==> src/rtl/rate_enable_gen.sv <==
// Rate-select enable generator: turns start/stop/step edges into a RUNNING state
// and a periodic single-cycle count-enable pulse for a downstream counter.
module rate_enable_gen #(
   parameter int CLK_HZ = 50000000,
   parameter int CNT_W  = 28
) (
   input  logic       clock,
   input  logic       resetb,
   input  logic [1:0] speed,
   input  logic       start,
   input  logic       stop,
   input  logic       step,
   output logic       enable,
   output logic       running
);

   typedef enum logic {STOPPED = 1'b0, RUNNING = 1'b1} state_t;

   localparam logic [CNT_W-1:0] ReloadOne  = CNT_W'(CLK_HZ - 1);
   localparam logic [CNT_W-1:0] ReloadTwo  = CNT_W'(2 * CLK_HZ - 1);
   localparam logic [CNT_W-1:0] ReloadFour = CNT_W'(4 * CLK_HZ - 1);

   state_t           state_q, state_d;
   logic [CNT_W-1:0] count_q, count_d;
   logic [CNT_W-1:0] reload;
   logic             enable_q, enable_d;
   logic             startPrev_q, stopPrev_q, stepPrev_q;
   logic [1:0]       speedPrev_q;
   logic             startEdge, stopEdge, stepEdge, speedChange;

   assign startEdge   = start & ~startPrev_q;
   assign stopEdge    = stop & ~stopPrev_q;
   assign stepEdge    = step & ~stepPrev_q;
   assign speedChange = (speed != speedPrev_q);

   always_comb begin
      reload = '0;
      case (speed)
         2'b00:   reload = '0;
         2'b01:   reload = ReloadOne;
         2'b10:   reload = ReloadTwo;
         default: reload = ReloadFour;
      endcase
   end

   // Stop beats start, start beats step; a speed change restarts the period.
   always_comb begin
      state_d  = state_q;
      count_d  = count_q;
      enable_d = 1'b0;
      case (state_q)
         STOPPED: begin
            if (startEdge && !stopEdge) begin
               state_d = RUNNING;
               count_d = reload;
            end else if (stepEdge && !startEdge) begin
               enable_d = 1'b1;
            end
         end
         RUNNING: begin
            if (stopEdge) begin
               state_d = STOPPED;
            end else if (speedChange) begin
               count_d = reload;
            end else if (count_q == '0) begin
               enable_d = 1'b1;
               count_d  = reload;
            end else begin
               count_d = count_q - CNT_W'(1);
            end
         end
         default: state_d = STOPPED;
      endcase
   end

   // Edge history resets high so a level held through reset is not an edge.
   always_ff @(posedge clock) begin
      if (resetb) begin
         state_q     <= STOPPED;
         count_q     <= '0;
         enable_q    <= 1'b0;
         startPrev_q <= 1'b1;
         stopPrev_q  <= 1'b1;
         stepPrev_q  <= 1'b1;
         speedPrev_q <= speed;
      end else begin
         state_q     <= state_d;
         count_q     <= count_d;
         enable_q    <= enable_d;
         startPrev_q <= start;
         stopPrev_q  <= stop;
         stepPrev_q  <= step;
         speedPrev_q <= speed;
      end
   end

   assign enable  = enable_q;
   assign running = (state_q == RUNNING);

endmodule

==> config.mk <==
export PLATFORM = sky130hd
export DESIGN_NAME = rate_enable_gen
export DESIGN_NICKNAME = d
export VERILOG_FILES = /design/src/rtl/rate_enable_gen.sv
export SDC_FILE = /design/constraint.sdc
export NUM_CORES = 1
export LEC_CHECK = 0
export BUFFER_PORTS_ARGS = -buffer_cell sky130_fd_sc_hd__buf_2
export CORE_MARGIN = 2
export CORE_UTILIZATION = 45
export DETAILED_ROUTE_END_ITERATION = 7
export MAX_ROUTING_LAYER = met4
export PLACE_DENSITY_LB_ADDON = 0.25
export SLEW_MARGIN = 10
export SYNTH_ARGS = -nofsm -noshare
export SYNTH_HDL_FRONTEND = slang
export SYNTH_SLANG_ARGS = --single-unit
==> constraint.sdc <==
create_clock -name clock -period 2.3 [get_ports clock]
set_input_delay 0.46 -clock clock [delete_from_list [all_inputs] [get_ports clock]]
set_output_delay 0.46 -clock clock [all_outputs]
set_load 0.02 [all_outputs]
Word level (Yosys, flattened, before mapping). Index checks and enable logic that the tools add are counted.

Register bits after elaboration: 35. Latch bits: 0. Bits in writable memories: 0. Memory bits (read-only): 0. Output and inout port bits: 2. Memories kept: 0.

$add $sub $neg: 1. Multiply operators: 0. Div/mod/pow operators: 0. $lt $le $gt $ge: 0. Eq/ne operators: 5. Shift operators: 0. Muxes and demuxes: 15. Bitwise logic cells: 7. Reductions and logical operators: 7.

Operator list (count): 28-bit 2-to-1 mux (4); 28-bit one-hot mux with 3 select lines (1); 28-bit one-hot mux with 2 select lines (1); 28-bit logical NOT (1); 28-bit by 1-bit subtractor with 28-bit output, second input constant (1); 1-bit 2-to-1 mux (7); 2-bit != test, second input constant (2); 1-bit inverter (4); 1-bit one-hot mux with 2 select lines (2); 1-bit AND (3); 2-bit by 1-bit == test with 1-bit output, second input constant (1); 2-bit == test, second input constant (1); 1-bit logical AND (2); 1-bit logical NOT (2); 2-bit logical NOT (1); 2-bit != test (1); 2-bit AND reduction (1).

Longest topological paths before layout. Gate-level depths: netlist of the first run.

Word-level depth: 7. Mapped depth: 8.

Worst setup path after synthesis of the first run. Ideal clock, no wire load.

Path type: flip-flop to flip-flop. Start: register count_q[0]. End: register count_q[24]. Setup time: 117 ps. Arrival: 2036 ps. Required time: 2183 ps. Setup slack: 146 ps. Cell stages (with the launch flop): 9. Period minus slack after synthesis: 2154 ps. Cells stage by stage: dfxtp_1 > inv_1 > ha_1 > or4b_1 > or2_1 > clkbuf_1 > nor3_1 > o21ai_0 > a32o_1.

Cells in the longest elaborated chain, start to end: 5. Elaborated cells on any way between the ends: 6. Classes of those cells: add/sub: 1; mux: 4; reduce/logical: 1.

RTL lines: start, declared (RTL line 24) `logic [CNT_W-1:0] count_q, count_d;`; start signal, assigned (RTL line 88) `count_q <= count_d;`; 28-bit by 1-bit subtractor with 28-bit output or 28-bit logical NOT (tied branches) (RTL line 69, 65); 28-bit 2-to-1 mux * (RTL line 65) `end else if (count_q == '0) begin`; 28-bit 2-to-1 mux * (RTL line 63) `end else if (speedChange) begin`; 28-bit 2-to-1 mux * (RTL line 61) `if (stopEdge) begin`; 28-bit one-hot mux with 2 select lines * (RTL line 51) `case (state_q)`.

Every way passes the cells marked *; elsewhere a longest branch is shown, timed or not. The select of a mux whose other input is x is not followed. A chain may end at the register's enable or synchronous reset.

Final worst setup path of the first run.
Start: register count_q[0]. End: register count_q[14].

Same word-level chain as after synthesis.

==> flow_summary_export.csv, run 1 <==
group,metric,value,unit
synth,syn_area_per_cell,8.126,sq um
setup_path,cpPeakStageDelay,0.50,ns
synth,ys_ff_latch,35,
sta,whs,0.3470,ns
clocking,cts_root_buf,"clkbuf_8",
sta,period_needed,2.196,ns
detailed_routing,dr.pass1.iters,5,
detailed_routing,avgRoutedWirePerCell,17.97,um
synth,post_synth_num_cell_types,56,
global_routing,grt.total_usage,0.2593,
sta,maxSlewViolCount,0,
setup_path,cp_cell_sequence,"inv_1 -> ha_1 -> or3b_2 -> nor4_4 -> buf_4 -> a21oi_4 -> o21ai_1 -> a32oi_1",
floorplanning,ios,9,
synth,synth_top_area_cell,"dfxtp_1",
synth,async_reset_ff_frac,0,
synth,netlist_top_cells_area,"dfxtp_1, nor2_1, a32o_1, ha_1, nor4_1",
floorplanning,initial_core_util,0.4620,
power,internal_power,0.001303,W
clocking,clock-sinks,35,
hold_path,hp-class,"primary input to flip-flop",
global_routing,grt_pass1_vias,2056,
synth,synth.most_common_cell,"dfxtp_1",
sta,relSlewSlack,0.6168,
power,p_total,0.001901,W
detailed_routing,routed_wl,6200,um
floorplanning,die_w,73.18,um
power,p_seq_frac,0.355,
clocking,cts_buffers,5,
final_layout,area_growth,17.55,%
sta,max_freq,455.5,MHz
synth,synth_top_area_frac,0.3254,
clocking,cts_tree,"done",
run_status,status,"completed",
synth,yosysWarnings,0,
clocking,cts_buffer_depth,2,
setup_path,rr_endpoint,"count_q[14]",
final_layout,diodes,0,
setup_path,worstSetupPathDepth,8,
synth,ys_seq_area_frac,0.3254,
setup_path,end_kind,"flip-flop",
setup_path,slowest_stage,"or3b_2",
synth,ys.flop_type,"dfxtp_1",
power,p_sw,0.0005975,W
detailed_routing,drt_iter0_drc,248,
synth,syn_inst,265,
clocking,clk_pin_slew,0.08,ns
placement,gp_congestion,0.9350,
setup_path,worst_r2r_path_depth,8,
synth,synth_nets,278,
global_routing,grt_pass1_wl,10420,um
sta,setup-violations-final,0,
synth,synth_top_cells_by_count,"dfxtp_1, nor2_1, nand2_1, o21ai_1",
sta,rsz0062_at_grt,"false",
sta,worst_pin_slew,0.5736,ns
placement,hpwl,4432,um
setup_path,path_delay_family,"simple AND/OR/NAND/NOR gates",
synth,synth_edf_count,0,
placement,io_buffers,8,
clocking,clk_latency,0.29,ns
power,switching_share,0.3143,
detailed_routing,viasPerCell,6.475,
setup_path,crit_path_end,"count_q[14]",
power,irDropWorstVdd,0.4131,mV
setup_path,cp_max_fo,19,
setup_path,crit_path_start,"count_q[0]",
sta,min_period_over_period,0.9546,
floorplanning,die_h,73.18,um
global_routing,grt_max_degree,22,
setup_path,required,2.44,ns
detailed_routing,antenna_left,0,
power,combPwrFrac,0.294,
global_routing,antenna_found_initial,0,
power,clockPowerShare,0.351,
clocking,htreeDepth,2,
clocking,post_cts_buffers,0,
final_layout,fin_nets,303,
final_layout,fill_cells,435,
floorplanning,dieArea,5355,sq um
setup_path,r2r_slack,0.10,ns
final_layout,drive_gt1_frac,0.1821,
sta,tns,0,ns
sta,hold_viol_final,0,
setup_path,start_kind,"flip-flop",
power,p_per_area,751.0,nW/um^2
detailed_routing,num_vias,2234,
setup_path,path_buf_inv,2,
power,p_leak,0.9883,nW
sta,finClkSkew,0.007732,ns
global_routing,grt_overflow,0,
floorplanning,row_count,25,
floorplanning,core-area,4661,sq um
detailed_routing,drc,0,
synth,synth_area,2153,sq um
flow_run,drv_cap,0,
setup_path,cp.arrival,2.34,ns
setup_path,criticalPathCategory,"flip-flop to flip-flop",
setup_path,worstReg2RegStart,"count_q[0]",
## cell type report
cell class	count	area, sq um	area share
Tap cell	54	67.56	0.02669
Clock inverter	2	60.06	0.02373
Sequential cell	35	700.7	0.2768
Multi-Input combinational cell	202	1341	0.5299
Inverter	13	48.80	0.01928
Clock buffer	6	72.57	0.02867
Timing Repair Buffer	33	240.2	0.09491
## registers in the layout, indices dropped and copies added, names as in the netlist
| register | count |
|---|---|
| count_q | 28 |
| enable | 1 |
| running | 1 |
| speedPrev_q | 2 |
| startPrev_q | 1 |
| stepPrev_q | 1 |
| stopPrev_q | 1 |
## worst reg2reg max path, stage by stage (launching register included)
cell,delay (ns)
dfxtp_1,0.31
inv_1,0.10
ha_1,0.16
or3b_2,0.50
nor4_4,0.20
buf_4,0.24
a21oi_4,0.18
o21ai_1,0.27
a32oi_1,0.09
## power by group through the flow
stage | clock network [W] | logic [W] | registers (W)
floorplan | 0 | 0.000364 | 0.000682
global placement | 0 | 0.000531 | 0.000688
detailed placement | 0 | 0.000531 | 0.000688
CTS | 0.000685 | 0.000540 | 0.000674
global route | 0.000704 | 0.000611 | 0.000682
finish | 0.000667 | 0.000558 | 0.000676
## cell usage in the layout, fill, tap and decap left out, types with 6 or more instances in the layout
| master | count |
|---|---|
| a32o_1 | 8 |
| dfxtp_1 | 35 |
| o21ai_1 | 13 |
| nand2_1 | 13 |
| nor3_1 | 11 |
| ha_1 | 6 |
| a21oi_1 | 12 |
| nor2_1 | 23 |
| a31oi_1 | 7 |
| buf_4 | 24 |
| nand3_1 | 6 |
| inv_1 | 12 |
| or3_1 | 6 |
| nor4_1 | 12 |
| buf_2 | 8 |
## routing by layer
layer  GRT usage  part of all wire  up-vias
met1      0.3641              0.46     1029
li1            -                 -     1075
met2      0.3644              0.44      109
met5           -                 0        -
met3     0.04696             0.068       21
met4      0.1049             0.030        0
## cells by family after synthesis
family | after synthesis | share of synthesized area
simple gates | 104 | 0.2690
compound gates | 84 | 0.2760
flops | 35 | 0.3254
buf+inv | 28 | 0.05810
mux | 6 | 0.02847
fa+ha+maj | 6 | 0.03486
xor+xnor | 2 | 0.008136
## repair_timing
item | CTS | global route
endpoints found under the setup margin | 6 | 2
resized for setup | 1 | 2
endpoints found under the hold margin | 0 | 0
hold buffers | 0 | 0
## worst min-delay path by stage
stage,from,to,cells after the start
6_report,speed[0],speedPrev_q[0],1
5_1_grt,speed[0],speedPrev_q[0],1
4_1_cts,speed[0],speedPrev_q[0],1
3_5_place_dp,count_q[13],count_q[13],2
3_3_place_gp,count_q[14],count_q[14],2
2_1_floorplan,count_q[14],count_q[14],2
## per-stage QoR
stage	cell area, sq um	setup slack (ns)	util	cells
finish	2531	0.1044	0.5431	345
global route	2531	0.01180	0.5431	345
CTS	2525	0.07559	0.5417	345
detailed placement	2385	-0.05862	0.5117	337
global placement	2385	0.01844	0.5117	337
floorplan	2153	0.1463	-	265
Note: power is estimated with default switching activity, not from simulation.
==> inputs of run 2 (changes only) <==
Settings changed: SETUP_SLACK_MARGIN from default to 0.1.
Clock period 2.3 ns to 2.7 ns, I/O delays scaled along.
==> run 2 against run 1 <==
  * Clock skew down 0.0026 ns
  * Worst hold slack better by 0.070 ns
  * Combinational power down 25%
  * Routed wire length shrank 3.3%
  * Non-clock buffer count down 12
  * Worst setup slack better by 0.20 ns
  * Cell count shrank 3.5%
  * Clock-buffer cell count is 2 higher
  * First-iteration DRC count down 2.4%
  * Critical path depth is the same
  * Via count decreased by 4.1%
  * Global-route usage down 1.1 points
==> flow_summary_export.csv, run 2 (same netlist as run 1, synthesis figures left out) <==
group,metric,value,unit
power,p_per_area,599.0,nW/um^2
hold_path,hold_depth,1,
detailed_routing,dr.pass1.iters,5,
sta,finClkSkew,0.005113,ns
sta,setup_ws,0.3069,ns
global_routing,grt_max_degree,25,
sta,whs,0.4169,ns
detailed_routing,avgRoutedWirePerCell,18.00,um
clocking,cts_buffers,5,
sta,setup-violations-final,0,
sta,rsz0062_at_grt,"false",
power,clockPowerShare,0.300,
floorplanning,dieArea,5355,sq um
floorplanning,row_count,25,
power,combPwrFrac,0.295,
final_layout,final_common_cell,"dfxtp_1",
global_routing,grt_overflow,0,
final_layout,drive_gt1_frac,0.1398,
final_layout,top_register,"count_q",
sta,min_period_over_period,0.8863,
setup_path,cp_max_fo,19,
final_layout,largest_reg_flops,28,
hold_path,hp-class,"primary input to flip-flop",
setup_path,path_buf_inv,2,
floorplanning,die_w,73.18,um
floorplanning,ios,9,
floorplanning,die_h,73.18,um
detailed_routing,viasPerCell,6.435,
setup_path,cp_cell_sequence,"inv_1 -> ha_1 -> or3b_2 -> nor4_4 -> buf_4 -> a21oi_2 -> o21ai_0 -> a32o_1",
placement,hpwl,4185,um
global_routing,grt_pass1_wl,9963,um
global_routing,grt.total_usage,0.2482,
clocking,cts_buffer_depth,2,
clocking,cts_tree,"done",
clocking,clock-sinks,35,
hold_path,min-delay-start,"speed[0]",
detailed_routing,num_vias,2143,
final_layout,mostFrequentLayoutCells,"dfxtp_1, nor2_1, o21ai_1, nand2_1, buf_4",
floorplanning,initial_core_util,0.4620,
global_routing,grt_pass1_vias,2017,
final_layout,area_growth,10.63,%
final_layout,reg_top3,"count_q x28, speedPrev_q x2",
power,p_leak,0.9078,nW
sta,period_needed,2.393,ns
sta,maxSlewViolCount,0,
sta,relSlewSlack,0.3927,
setup_path,rr_endpoint,"count_q[2]",
sta,tns,0,ns
hold_path,min_to,"speedPrev_q[0]",
power,p_seq_frac,0.405,
power,switching_share,0.3427,
power,irDropWorstVdd,0.3446,mV
clocking,hold_buffers,0,
clocking,cts_resized,0,
setup_path,path_delay_family,"compound AO/OA/AOI/OAI gates",
setup_path,end_kind,"flip-flop",
placement,dp_slack,0.3498,ns
sta,max_freq,417.9,MHz
detailed_routing,routed_wl,5995,um
final_layout,diodes,0,
detailed_routing,drc,0,
clocking,htreeDepth,2,
detailed_routing,antenna_left,0,
power,p_sw,0.0004890,W
sta,hold_viol_final,0,
setup_path,start_kind,"flip-flop",
setup_path,cp.arrival,2.58,ns
power,internal_power,0.0009380,W
placement,io_buffers,8,
final_layout,final_util,0.5111,
clocking,clk_latency,0.29,ns
final_layout,final_cell_area,2382,sq um
setup_path,worstReg2RegStart,"count_q[0]",
setup_path,slowest_stage,"a21oi_2",
setup_path,r2r_slack,0.31,ns
setup_path,required,2.89,ns
clocking,cts_root_buf,"clkbuf_8",
placement,postPlaceCellArea,2282,sq um
floorplanning,core-area,4661,sq um
setup_path,worst_r2r_path_depth,8,
placement,gp_congestion,0.9882,
clocking,clk_pin_slew,0.07,ns
detailed_routing,drt_iter0_drc,242,
clocking,post_cts_buffers,0,
sta,worst_pin_slew,0.9110,ns
final_layout,fin_nets,291,
run_status,status,"completed",
flow_run,drv_cap,0,
setup_path,criticalPathCategory,"flip-flop to flip-flop",
global_routing,antenna_found_initial,0,
setup_path,cpPeakStageDelay,0.69,ns
[run 2: power by group through the flow]
stage          clock network (W)  registers, W  logic (W)
3_5_place_dp                   0      0.000588   0.000408
5_1_grt                 0.000450      0.000582   0.000461
6_report                0.000428      0.000578   0.000421
2_1_floorplan                  0      0.000581   0.000310
3_3_place_gp                   0      0.000588   0.000410
4_1_cts                 0.000434      0.000576   0.000412
[run 2: area by class of cell]
class / count / area [sq um]
Sequential cell: 35 / 700.7
Inverter: 13 / 48.80
Fill cell: 431 / 2278
Tap cell: 54 / 67.56
Multi-Input combinational cell: 202 / 1328
Timing Repair Buffer: 21 / 137.6
Clock buffer: 8 / 100.1
[run 2: stage by stage]
stage	std cells	total power, W
final	333	0.001427
after global placement	325	0.0009976
after detailed placement	325	0.0009963
after CTS	333	0.001422
after global routing	333	0.001493
after floorplan	265	0.0008909
[run 2: worst max-delay path by stage]
stage                     startpoint          end  slack [ns]  cells past startpoint
final                     count_q[0]   count_q[2]        0.31                      8
after global placement    count_q[0]  count_q[16]        0.36                      7
after floorplan           count_q[0]  count_q[24]        0.55                      8
after global routing      count_q[0]   count_q[2]        0.17                      8
after detailed placement  count_q[0]   count_q[2]        0.35                      8
after CTS                 count_q[0]   count_q[2]        0.34                      8
[run 2: layer usage]
layer  part of all wire  wire (um)  track usage
met5                  0          0            -
met4              0.020        121      0.08642
met3              0.074        445      0.04420
met2               0.44       2643       0.3624
met1               0.46       2785       0.3432
==> inputs of run 3 (changes only) <==
Settings changed: SKIP_LAST_GASP from default to 1.
Clock period 2.7 ns to 2.08 ns, I/O delays scaled along.
==> run 3 against run 2 <==
  * The run now ends with setup timing left
  * Via count grew 13%
  * Global-route usage grew 2.7 points
  * Non-clock buffer count grew 40
  * Critical path depth grew 1
  * Flip-flop and latch count is the same
  * Clock power grew 21%
  * Fmax grew 15%
  * Largest power group is now combinational logic
  * Highest routed layer unchanged
==> flow_summary_export.csv, run 3 (same netlist as run 1, synthesis figures left out) <==
group,metric,value,unit
final_layout,diodes,0,
placement,postPlaceCellArea,2529,sq um
final_layout,layout.cells.non_filler,373,
setup_path,crit_path_start,"count_q[1]",
setup_path,worstReg2RegStart,"count_q[1]",
hold_path,hp-class,"primary input to flip-flop",
clocking,clk_pin_slew,0.07,ns
sta,max_freq,480.7,MHz
clocking,cts_buffer_depth,2,
clocking,htreeDepth,2,
floorplanning,die_w,73.18,um
detailed_routing,drt_iter0_drc,191,
setup_path,cp.arrival,2.27,ns
power,p_leak,1.152,nW
run_status,status,"finished, violations left",
run_status,failed_checks,"setup timing",
sta,period_needed,2.080,ns
global_routing,grt.total_usage,0.2756,
sta,finClkSkew,0.006696,ns
final_layout,reg_top3,"count_q x28, speedPrev_q x2",
final_layout,mostFrequentLayoutCells,"buf_4, dfxtp_1, nor2_1, o21ai_1, nand2_1",
final_layout,area_growth,36.78,%
floorplanning,die_h,73.18,um
hold_path,min_to,"startPrev_q",
global_routing,grt_pass1_wl,10880,um
sta,min_period_over_period,1.000,
global_routing,antenna_found_initial,0,
setup_path,r2r_slack,-0.0002,ns
placement,hpwl,4549,um
floorplanning,initial_core_util,0.4620,
floorplanning,row_count,25,
power,p_per_area,706.0,nW/um^2
setup_path,rr_endpoint,"count_q[2]",
placement,io_buffers,8,
detailed_routing,viasPerCell,6.515,
sta,worst_pin_slew,0.7018,ns
sta,whs,0.3141,ns
clocking,cts_tree,"done",
global_routing,grt_overflow,0,
sta,rsz0062_at_grt,"true",
sta,setup_ws,-0.0002265,ns
global_routing,grt_pass1_vias,2210,
final_layout,final_cell_area,2945,sq um
setup_path,worst_r2r_path_depth,9,
final_layout,largest_reg_flops,28,
detailed_routing,avgRoutedWirePerCell,18.99,um
sta,hold_viol_final,0,
final_layout,drive_gt1_frac,0.3480,
placement,gp_congestion,0.9364,
placement,placed_cells,350,
detailed_routing,routed_wl,7084,um
floorplanning,ios,9,
setup_path,end_kind,"flip-flop",
final_layout,final_common_cell,"buf_4",
clocking,cts_buffers,5,
detailed_routing,antenna_left,0,
setup_path,required,2.27,ns
clocking,clock-sinks,35,
sta,setup-violations-final,1,
setup_path,start_kind,"flip-flop",
global_routing,grt_max_degree,24,
flow_run,drv_cap,0,
clocking,clk_latency,0.30,ns
power,irDropWorstVdd,0.3665,mV
final_layout,top_register,"count_q",
setup_path,criticalPathCategory,"flip-flop to flip-flop",
detailed_routing,drc,0,
detailed_routing,dr.pass1.iters,5,
clocking,cts_root_buf,"clkbuf_8",
floorplanning,core-area,4661,sq um
hold_path,hold_depth,2,
final_layout,final_util,0.6319,
sta,maxSlewViolCount,0,
final_layout,fin_nets,332,
hold_path,min-delay-start,"start",
floorplanning,dieArea,5355,sq um
sta,relSlewSlack,0.5304,
setup_path,cp_max_fo,6,
detailed_routing,num_vias,2430,
run 3: cell types whose count changed in the layout (fill, tap and decap cells not counted), sizes merged:
cell,previous run,this run
a21oi,13,14
buf,21,61
clkbuf,8,6
clkinv,1,2
run 3: worst max-delay path by stage:
stage | endpoint | slack, ns
4_1_cts | count_q[17] | 0.05
3_5_place_dp | count_q[2] | -0.09
6_report | count_q[2] | -0.0002
3_3_place_gp | count_q[16] | -0.04
2_1_floorplan | count_q[2] | 0.03
5_1_grt | count_q[6] | -0.1
run 3: layout make-up:
cell class	instances	area [sq um]
clock buffer	6	82.58
sequential	35	703.2
timing repair buffer	61	524.3
tap	54	67.56
multi-input combinational	203	1511
inverter	13	51.30
fill	364	1715
clock inverter	1	5.005
run 3: per-layer routing:
metal  track usage  up-vias  routed length, um
met3       0.05525       28                558
met5             -        -                  0
met2        0.4024      128               3241
met4        0.1173        0                202
met1        0.3690     1149               3081
li1              -     1125                  -
run 3: stage by stage:
step / setup TNS [ns] / power, W / setup WS [ns]
after global placement: -0.1927 / 0.001392 / -0.03683
after floorplan: 0 / 0.001170 / 0.03046
after CTS: 0 / 0.001981 / 0.05387
after global routing: -0.6197 / 0.002171 / -0.09950
after detailed placement: -0.4625 / 0.001396 / -0.09194
final: -0.0002265 / 0.002080 / -0.0002265
run 3: timing repair:
item	4_1_cts	5_1_grt
gates cloned	1	2
setup buffers	9	4
hold buffers	0	0
pin swaps	9	15
endpoints found under the setup margin	27	28
gates resized for setup	18	22
run 3: worst max-delay path, stage by stage (launching register included):
cell and delay (ns):
dfxtp_2 0.34, inv_4 0.07, ha_4 0.12, or3b_4 0.39, nor4_4 0.24, a21o_2 0.23, buf_6 0.11, buf_12 0.11
nand3_2 0.07, a32o_1 0.28
run 3: power by group:
part	internal, W	switching (W)
clock	0.000260	0.000257
sequential	0.000709	0.0000341
combinational	0.000365	0.000455
total	0.00133	0.000746
